--- src/rtl/psc_trig_pkg.sv ---
// Shared types and defaults for the PSC trigger path (EVR conditioner and PSC_Trigger).
package psc_trig_pkg;

  localparam int unsigned STATE_W                = 2;
  localparam int unsigned DEFAULT_PULSE_CYCLES   = 4;
  localparam int unsigned DEFAULT_HOLDOFF_CYCLES = 50;

  typedef enum logic [STATE_W-1:0] {
    IDLE    = 2'd0,
    DELAY   = 2'd1,
    PULSE   = 2'd2,
    HOLDOFF = 2'd3
  } trig_state_e;

  function automatic int unsigned max3(input int unsigned a, input int unsigned b,
                                       input int unsigned c);
    int unsigned m;
    m = a;
    if (b > m) m = b;
    if (c > m) m = c;
    return m;
  endfunction

endpackage

--- src/rtl/evr_trigger_conditioner_if.sv ---
// Control/status bundle between the EVR trigger conditioner and its host.
interface evr_trigger_conditioner_if #(
  parameter int unsigned DELAY_W = 16,
  parameter int unsigned CNT_W   = 8
);
  logic               enable;
  logic               evr_in;
  logic [DELAY_W-1:0] delay_cycles;
  logic               missed_clr;
  logic               trig_out;
  logic               busy;
  logic [CNT_W-1:0]   missed_cnt;

  modport master (
    output enable, evr_in, delay_cycles, missed_clr,
    input  trig_out, busy, missed_cnt
  );

  modport slave (
    input  enable, evr_in, delay_cycles, missed_clr,
    output trig_out, busy, missed_cnt
  );
endinterface

--- src/rtl/evr_sync_edge.sv ---
// 2-flop synchronizer, optional glitch filter (EVR_GLITCH_FILTER_EN), registered rise pulse.
module evr_sync_edge #(
  parameter int unsigned FILTER_CYCLES = 3
) (
  input  logic clk,
  input  logic reset,
  input  logic din,
  output logic rise
);

`ifdef EVR_GLITCH_FILTER_EN
  localparam bit FILT_EN = 1'b1;
`else
  localparam bit FILT_EN = 1'b0;
`endif

  localparam int unsigned RUN_W = (FILTER_CYCLES > 1) ? $clog2(FILTER_CYCLES) : 1;
  localparam logic [RUN_W-1:0] RUN_MAX = RUN_W'(FILTER_CYCLES - 1);

  logic             sync1, sync2;
  logic             lvl_q;
  logic [RUN_W-1:0] run;
  logic             lvl_c;

  // Qualified level: synchronized high that has persisted FILTER_CYCLES samples
  assign lvl_c = FILT_EN ? (sync2 && (run == RUN_MAX)) : sync2;

  always_ff @(posedge clk) begin
    if (!reset) begin
      sync1 <= 1'b0;
      sync2 <= 1'b0;
      lvl_q <= 1'b0;
      rise  <= 1'b0;
      run   <= '0;
    end else begin
      sync1 <= din;
      sync2 <= sync1;
      lvl_q <= lvl_c;
      rise  <= lvl_c & ~lvl_q;
      if (!sync2)              run <= '0;
      else if (run != RUN_MAX) run <= run + RUN_W'(1);
    end
  end

endmodule

--- src/rtl/evr_trigger_conditioner.sv ---
// EVR event line -> delayed fixed-width pulse with re-arm holdoff and missed-trigger count.
// Optional glitch filter in the input stage when EVR_GLITCH_FILTER_EN is defined.
module evr_trigger_conditioner
  import psc_trig_pkg::*;
#(
  parameter int unsigned DELAY_W        = 16,
  parameter int unsigned PULSE_CYCLES   = DEFAULT_PULSE_CYCLES,
  parameter int unsigned HOLDOFF_CYCLES = DEFAULT_HOLDOFF_CYCLES,
  parameter int unsigned CNT_W          = 8,
  parameter int unsigned FILTER_CYCLES  = 3
) (
  input  logic                      clk,
  input  logic                      reset,
  evr_trigger_conditioner_if.slave  bus
);

  localparam int unsigned TMR_W = max3(DELAY_W, $clog2(PULSE_CYCLES + 1),
                                       $clog2(HOLDOFF_CYCLES + 1));
  localparam logic [TMR_W-1:0] PULSE_LOAD = TMR_W'(PULSE_CYCLES - 1);
  localparam logic [TMR_W-1:0] HOLD_LOAD  =
    TMR_W'((HOLDOFF_CYCLES > 0) ? (HOLDOFF_CYCLES - 1) : 0);
  localparam logic [CNT_W-1:0] CNT_MAX    = {CNT_W{1'b1}};

  trig_state_e      state, state_next;
  logic [TMR_W-1:0] tmr, tmr_next;
  logic [CNT_W-1:0] missed_q, missed_next;
  logic             trig_q, trig_next;
  logic             busy_q, busy_next;
  logic             rise;

  evr_sync_edge #(.FILTER_CYCLES(FILTER_CYCLES)) u_sync_edge (
    .clk   (clk),
    .reset (reset),
    .din   (bus.evr_in),
    .rise  (rise)
  );

  always_ff @(posedge clk) begin
    if (!reset) begin
      state    <= IDLE;
      tmr      <= '0;
      missed_q <= '0;
      trig_q   <= 1'b0;
      busy_q   <= 1'b0;
    end else begin
      state    <= state_next;
      tmr      <= tmr_next;
      missed_q <= missed_next;
      trig_q   <= trig_next;
      busy_q   <= busy_next;
    end
  end

  // One down-counter is reused for delay, pulse width and holdoff; each phase ends at zero
  always_comb begin
    state_next  = state;
    tmr_next    = tmr;
    missed_next = missed_q;

    case (state)
      IDLE: begin
        if (rise && bus.enable) begin
          if (bus.delay_cycles == '0) begin
            state_next = PULSE;
            tmr_next   = PULSE_LOAD;
          end else begin
            state_next = DELAY;
            tmr_next   = TMR_W'(bus.delay_cycles) - TMR_W'(1);
          end
        end
      end
      DELAY: begin
        if (tmr == '0) begin
          state_next = PULSE;
          tmr_next   = PULSE_LOAD;
        end else begin
          tmr_next = tmr - TMR_W'(1);
        end
      end
      PULSE: begin
        if (tmr == '0) begin
          if (HOLDOFF_CYCLES == 0) begin
            state_next = IDLE;
          end else begin
            state_next = HOLDOFF;
            tmr_next   = HOLD_LOAD;
          end
        end else begin
          tmr_next = tmr - TMR_W'(1);
        end
      end
      HOLDOFF: begin
        if (tmr == '0) state_next = IDLE;
        else           tmr_next   = tmr - TMR_W'(1);
      end
      default: begin
        state_next = IDLE;
        tmr_next   = '0;
      end
    endcase

    if (!bus.enable) begin
      state_next = IDLE;
      tmr_next   = '0;
    end

    // Clear first so a same-cycle drop leaves a count of one
    if (bus.missed_clr) missed_next = '0;
    if (rise && bus.enable && (state != IDLE) && (missed_next != CNT_MAX))
      missed_next = missed_next + CNT_W'(1);

    trig_next = (state_next == PULSE);
    busy_next = (state_next != IDLE);
  end

  assign bus.trig_out   = trig_q;
  assign bus.busy       = busy_q;
  assign bus.missed_cnt = missed_q;

endmodule

--- src/flat_wrapper.sv ---
// flat-port wrapper written by rule: the top's interface ports become plain ports
module evr_trigger_conditioner_flat import psc_trig_pkg::*;
#(
  parameter int unsigned DELAY_W        = 16,
  parameter int unsigned PULSE_CYCLES   = DEFAULT_PULSE_CYCLES,
  parameter int unsigned HOLDOFF_CYCLES = DEFAULT_HOLDOFF_CYCLES,
  parameter int unsigned CNT_W          = 8,
  parameter int unsigned FILTER_CYCLES  = 3
)
  (clk, reset, bus_enable, bus_evr_in, bus_delay_cycles, bus_missed_clr, bus_trig_out, bus_busy, bus_missed_cnt);
  evr_trigger_conditioner_if #(.DELAY_W(DELAY_W), .CNT_W(CNT_W)) bus_i ();
  input  logic clk;
  input  logic reset;
  input wire logic [$bits(bus_i.enable)-1:0] bus_enable;
  input wire logic [$bits(bus_i.evr_in)-1:0] bus_evr_in;
  input wire logic [$bits(bus_i.delay_cycles)-1:0] bus_delay_cycles;
  input wire logic [$bits(bus_i.missed_clr)-1:0] bus_missed_clr;
  output wire logic [$bits(bus_i.trig_out)-1:0] bus_trig_out;
  output wire logic [$bits(bus_i.busy)-1:0] bus_busy;
  output wire logic [$bits(bus_i.missed_cnt)-1:0] bus_missed_cnt;
  assign bus_i.enable = bus_enable;
  assign bus_i.evr_in = bus_evr_in;
  assign bus_i.delay_cycles = bus_delay_cycles;
  assign bus_i.missed_clr = bus_missed_clr;
  assign bus_trig_out = bus_i.trig_out;
  assign bus_busy = bus_i.busy;
  assign bus_missed_cnt = bus_i.missed_cnt;
  evr_trigger_conditioner #(.DELAY_W(DELAY_W), .PULSE_CYCLES(PULSE_CYCLES), .HOLDOFF_CYCLES(HOLDOFF_CYCLES), .CNT_W(CNT_W), .FILTER_CYCLES(FILTER_CYCLES)) u_core (.clk(clk), .reset(reset), .bus(bus_i));
endmodule
--- config.mk ---
export PLATFORM = sky130hd
export DESIGN_NAME = evr_trigger_conditioner_flat
export DESIGN_NICKNAME = d
export VERILOG_FILES = /design/src/rtl/psc_trig_pkg.sv /design/src/rtl/evr_trigger_conditioner_if.sv /design/src/rtl/evr_sync_edge.sv /design/src/rtl/evr_trigger_conditioner.sv /design/src/flat_wrapper.sv
export SDC_FILE = /design/constraint.sdc
export NUM_CORES = 1
export LEC_CHECK = 0
export CORE_MARGIN = 3
export CORE_UTILIZATION = 25
export CTS_BUF_LIST = sky130_fd_sc_hd__clkbuf_2
export DETAILED_ROUTE_END_ITERATION = 7
export SYNTH_ARGS = -nofsm -noshare
export SYNTH_HDL_FRONTEND = slang
export SYNTH_HIERARCHICAL = 1
export SYNTH_SLANG_ARGS = --single-unit
--- constraint.sdc ---
create_clock -name clk -period 4.2 [get_ports clk]
set_input_delay 0.42 -clock clk [delete_from_list [all_inputs] [get_ports clk]]
set_output_delay 0.42 -clock clk [all_outputs]
set_load 0.01 [all_outputs]
=== Word level (Yosys, flattened, before mapping) ===
Index checks and enable logic that the tools add are counted.
W data, S select, Z words.

* Register bits: 32
* Input port bits: 21
* Output and inout bits: 10
* Logic and storage cells: 46

* $add $sub $neg: 3
* Equality and inequality tests: 7
* Mux-type cells: 15
* Bitwise operators: 2
* Reduce and logical (&&, ||, !) cells: 10

{| class="wikitable"
|+ Operators with widths
! kind !! count
|-
| $mux W16 || 5
|-
| $pmux W16 S4 || 1
|-
| $logic_not A16 Y1 || 2
|-
| $sub A16 B1 Y16 const B || 2
|-
| $mux W8 || 2
|-
| $mux W2 || 6
|-
| $add A8 B1 Y8 const B || 1
|-
| $ne A8 B8 Y1 const B || 1
|-
| $pmux W2 S4 || 1
|-
| $eq A2 B2 Y1 const B || 3
|-
| $reduce_and A2 Y1 || 2
|-
| $reduce_bool A2 Y1 || 2
|-
| $logic_and A1 B1 Y1 || 3
|-
| $eq A2 B1 Y1 const B || 1
|-
| $logic_not A2 Y1 || 1
|-
| $ne A2 B1 Y1 const B || 1
|-
| $ne A2 B2 Y1 const B || 1
|-
| $and A1 B1 Y1 || 1
|-
| $not A1 Y1 || 1
|}

=== Depth between registers and ports, before layout ===
* Depth in word-level cells: 6
* Gate-level depth with buffers: 10
* Gate-level depth less buffers: 9

=== Hierarchy ===
Netlist, hierarchy kept.

{| class="wikitable"
|+ By module, submodules not included
! module !! instances !! cells each !! area each (um^2) !! sequential area each (um^2)
|-
| evr_trigger_conditioner || 1 || 238 || 1929.4 || 560.5
|-
| evr_sync_edge || 1 || 8 || 111.4 || 80.1
|}

=== Worst setup path after synthesis ===
OpenSTA, ideal clock, no wires.

* Path type: input to register
* Start point: input port bus_delay_cycles[0]
* End point: register u_core.tmr[2]
* Setup time: 117 ps
* Data arrival time: 2110 ps
* Required time: 4083 ps
* Setup slack: 1973 ps
* Stages: 8
* Path buffers: 1
* Cells stage by stage: inv_1 -> ha_1 -> nor4b_1 -> nand4_1 -> nand2_1 -> buf_1 -> o32ai_1 -> a32o_1

* Cells in the longest elaborated chain, start to end: 4
* Elaborated cells on any way between the ends: 5
* Those cells by class: add/sub (1); mux (3); reduce/logical (1)

{| class="wikitable"
|+ RTL lines
! item !! line !! text
|-
| from (decl) || flat_wrapper.sv:16 || <nowiki>input wire logic [$bits(bus_i.delay_cycles)-1:0] bus_delay_cycles;</nowiki>
|-
| $sub A16 B1 Y16 or $logic_not A16 Y1 (tied branches) || evr_trigger_conditioner.sv:68, evr_trigger_conditioner.sv:63 ||
|-
| $mux W16 (*) || evr_trigger_conditioner.sv:63 || <nowiki>if (bus.delay_cycles == '0) begin</nowiki>
|-
| $mux W16 (*) || evr_trigger_conditioner.sv:62 || <nowiki>if (rise && bus.enable) begin</nowiki>
|-
| $pmux W16 S4 (*) || evr_trigger_conditioner.sv:60 || <nowiki>case (state)</nowiki>
|-
| to (signal assigned) || evr_trigger_conditioner.sv:47 || <nowiki>tmr <= tmr_next;</nowiki>
|-
| to (decl) || evr_trigger_conditioner.sv:25 || <nowiki>logic [TMR_W-1:0] tmr, tmr_next;</nowiki>
|}

Every way passes the cells marked *; elsewhere a longest branch is shown, timed or not. The select of a mux whose other input is x is not followed.
A chain may end at the register's enable or synchronous reset.

=== Worst setup path in the final report ===
* Start point: input port bus_delay_cycles[0]
* End point: register u_core.tmr[5]

The elaborated chain is that of the path after synthesis.

==> flow_summary.json <==
{
  "run_status": "complete, no violations",
  "post_cts_hold_buffer_count": 0,
  "syn_nets": 271,
  "detailedPlace.worstSlack_ns": 0.8781,
  "synth_common_cells": "sky130_fd_sc_hd__dfxtp_1, sky130_fd_sc_hd__nor2_1, sky130_fd_sc_hd__nand2_1",
  "final_layout_size_suffix_gt1_frac": 0.08333,
  "tritoncts": "yes",
  "fp-row-count": 32,
  "route.final.wire_length_um": 5569,
  "avgViaCountPerCell": 5.370,
  "cp_data_arrival_time_ns": 3.27,
  "avgRoutedWirePerCell_um": 14.73,
  "post_synth_top_area_cell": "sky130_fd_sc_hd__dfxtp_1",
  "globalplace.congestion": 0.8785,
  "dp_hpwl_um": 4056,
  "area_enclosed_by_the_die_boundary_um2": 9283,
  "power-per-cell-area_nw_per_um2": 243.5,
  "slew-limit-headroom": 0.3686,
  "antenna_violating_nets_post_route": 0,
  "drt_iter0_markers": 197,
  "max-vdd-ir-drop_mv": 0.1666,
  "synth_fa_ha_area_frac": 0.02452,
  "cap_violations": 0,
  "worst_clock_skew_ns": 0.02022,
  "grt_antenna_before_repair": 0,
  "portBuffers": 30,
  "synth_compound_gate_area_share": 0.2336,
  "drcViolationCount": 0,
  "synth_enable_flop_cells": 0,
  "post-route-period-util": 0.7037,
  "initial_cell_density_of_the_core": 0.2614,
  "timing.final.crit_period_ns": 2.956,
  "number_of_global_route_vias_before_repair": 1909,
  "async_reset_ff_frac": 0,
  "startpoint_type": "input pin",
  "setup_slack_ns": 1.244,
  "simple_logic_cell_fraction_of_the_synthesized_area": 0.2980,
  "grt_max_degree": 17,
  "synth-xor-area-share": 0.08155,
  "min-delay-path-class": "reg -> reg",
  "critical_path.endpoint_type": "register",
  "grt_pass1_wl_um": 9342,
  "timing.critical_path.required_ns": 4.51,
  "cts_root_buffer": "sky130_fd_sc_hd__clkbuf_2",
  "ys_dominant_reg_cell": "sky130_fd_sc_hd__dfxtp_1",
  "cp_max_fo": 13,
  "detailroute.wirelength.met3_um": 424,
  "area_growth_from_synthesis_to_final_layout_pct": 22.13,
  "dominant_combinational_cell_family_by_area_after_synthesis": "simple AND/OR/NAND/NOR gates",
  "worst_skew_pair.late_latency_ns": 0.40,
  "core_area_um2": 7807,
  "clock_pin_slew_on_the_worst_setup_and_hold_paths_ns": 0.18,
  "rsz_0062_raised_after_global_routing": "false",
  "cts_inserted_buffers": 5,
  "area_contributors_post_synth": "sky130_fd_sc_hd__dfxtp_1, sky130_fd_sc_hd__xor2_1, sky130_fd_sc_hd__nor2_1",
  "post-synth-top-count-cell": "sky130_fd_sc_hd__dfxtp_1",
  "syn_avg_cell_area_um2": 8.296,
  "post_cts.resized_instances": 0,
  "timing.final.setup_violations": 0,
  "synth.yosys.warnings": 6,
  "synth_top_area_frac": 0.3139,
  "muxShareOfSynthArea": 0.004905,
  "fp.dieH_um": 96.35,
  "top_level_ports": 31,
  "number_of_antenna_repair_diodes": 0,
  "part_of_the_yosys_area_used_for_sequential_elements": 0.3139,
  "fmax_mhz": 338.3,
  "syn_inst": 246,
  "grt-ovfl-total": 0,
  "netlist_area_um2": 2041,
  "clock_tree.buffer_depth": 2,
  "met2_wirelength_um": 2576,
  "nNetsFinal": 300,
  "routed-via-count": 2030,
  "p_leak_nw": 0.8513,
  "number_of_unique_standard_cell_types_used_by_synthesis": 60,
  "highest_signal_layer_in_the_routed_design": "met4",
  "timing_worst_setup_path_type": "in -> reg",
  "max_slew.worst_pin.slew_ns": 0.9340,
  "grtUsageTotal": 0.1296,
  "post_synthesis_register_bit_count": 32,
  "dr.pass1.iters": 4,
  "cts.repair_timing.setup_buffer_count": 0,
  "m1WireLength_um": 2470,
  "final_layout_setup_total_negative_slack_ns": 0,
  "die_w_um": 96.35,
  "final-hold-violation-count": 0,
  "htreeDepth": 2,
  "report.final.slew_viol_count": 0,
  "numClockSinks": 32
}
-- layer usage --
layer / track usage / vias up
li1: - / 982
met1: 0.1699 / 932
met2: 0.2053 / 100
met3: 0.03440 / 16
met4: 0.04322 / 0
met5: 0 / -
-- worst max-delay path: stages --
cell and delay [ns]:
sky130_fd_sc_hd__clkdlybuf4s50_1 0.43, sky130_fd_sc_hd__inv_1 0.09, sky130_fd_sc_hd__ha_1 0.22, sky130_fd_sc_hd__nor4b_1 0.78, sky130_fd_sc_hd__nand4_1 0.39, sky130_fd_sc_hd__nand2_1 0.52, sky130_fd_sc_hd__o211ai_1 0.19, sky130_fd_sc_hd__a32o_1 0.22
-- sequential cells by signal, indices dropped and copies added (netlist names) --
name                      cells
u_core/tmr                   16
u_core/bus.missed_cnt         8
u_core/state                  2
u_core/bus.busy               1
u_core/bus.trig_out           1
u_core/u_sync_edge/lvl_c      1
u_core/u_sync_edge/lvl_q      1
u_core/u_sync_edge/rise       1
u_core/u_sync_edge/sync1      1
-- final timing paths --
path	from	end	slack, ns	depth (start not counted)
worst max register to register	u_core/tmr[0]$_SDFFE_PN0P_	u_core/tmr[5]$_SDFFE_PN0P_	1.51	9
worst min register to register	u_core/u_sync_edge/sync1$_SDFF_PN0_	u_core/u_sync_edge/lvl_c$_SDFF_PN0_	0.47	1
worst min-delay path	u_core/u_sync_edge/sync1$_SDFF_PN0_	u_core/u_sync_edge/lvl_c$_SDFF_PN0_	0.47	1
worst max-delay path	bus_delay_cycles[0]	u_core/tmr[5]$_SDFFE_PN0P_	1.24	8
-- cell type report --
type	instances	area (um2)
multi-input combinational	195	1311
sequential	32	640.6
clock buffer	5	25.02
tap	102	127.6
inverter	10	37.54
clock inverter	3	42.54
timing repair buffer	31	307.8
fill	849	5315
-- layout by cell type, fill, tap and decap left out, drive strengths merged, types with 2 or more instances in the layout --
cell,instances
dfxtp,32
clkdlybuf4s50,30
nor2,23
o21ai,19
nand2,18
a21oi,12
xor2,10
inv,10
nor3,9
xnor2,9
a32o,8
nor4,8
nand2b,7
and2,7
or4,6
clkbuf,5
o22ai,5
nand4,4
or3,4
ha,4
nand3,3
o211ai,3
nor2b,2
nor4b,2
a31oi,2
nand4b,2
nand3b,2
o31ai,2
o32ai,2
or2,2
-- per-stage QoR --
stage | std cells | area (um2) | util | total power, mW | hold WS (ns)
after floorplan | 246 | 2041 | - | 0.3575 | 0.4263
after global placement | 370 | 2425 | 0.3106 | 0.3957 | 0.4274
after detailed placement | 370 | 2425 | 0.3106 | 0.3957 | 0.4358
after CTS | 378 | 2492 | 0.3192 | 0.6108 | 0.4757
after global routing | 378 | 2492 | 0.3192 | 0.6400 | 0.4978
final | 378 | 2492 | 0.3192 | 0.6069 | 0.4749
-- cells by family after synthesis --
logic type / Yosys count
adders and majority gates: 4
buffers and inverters: 19
muxes: 1
xor gates and xnor gates: 19
AOI/OAI and AO/OA: 66
DFF: 32
and+or+nand+nor: 105
-- power breakdown --
group          switching [mW]  internal [mW]  total, mW
clock network           0.118         0.0993      0.217
registers             0.00216          0.307      0.309
logic                  0.0423         0.0388     0.0811
Note: power is estimated with default switching activity, not from simulation.
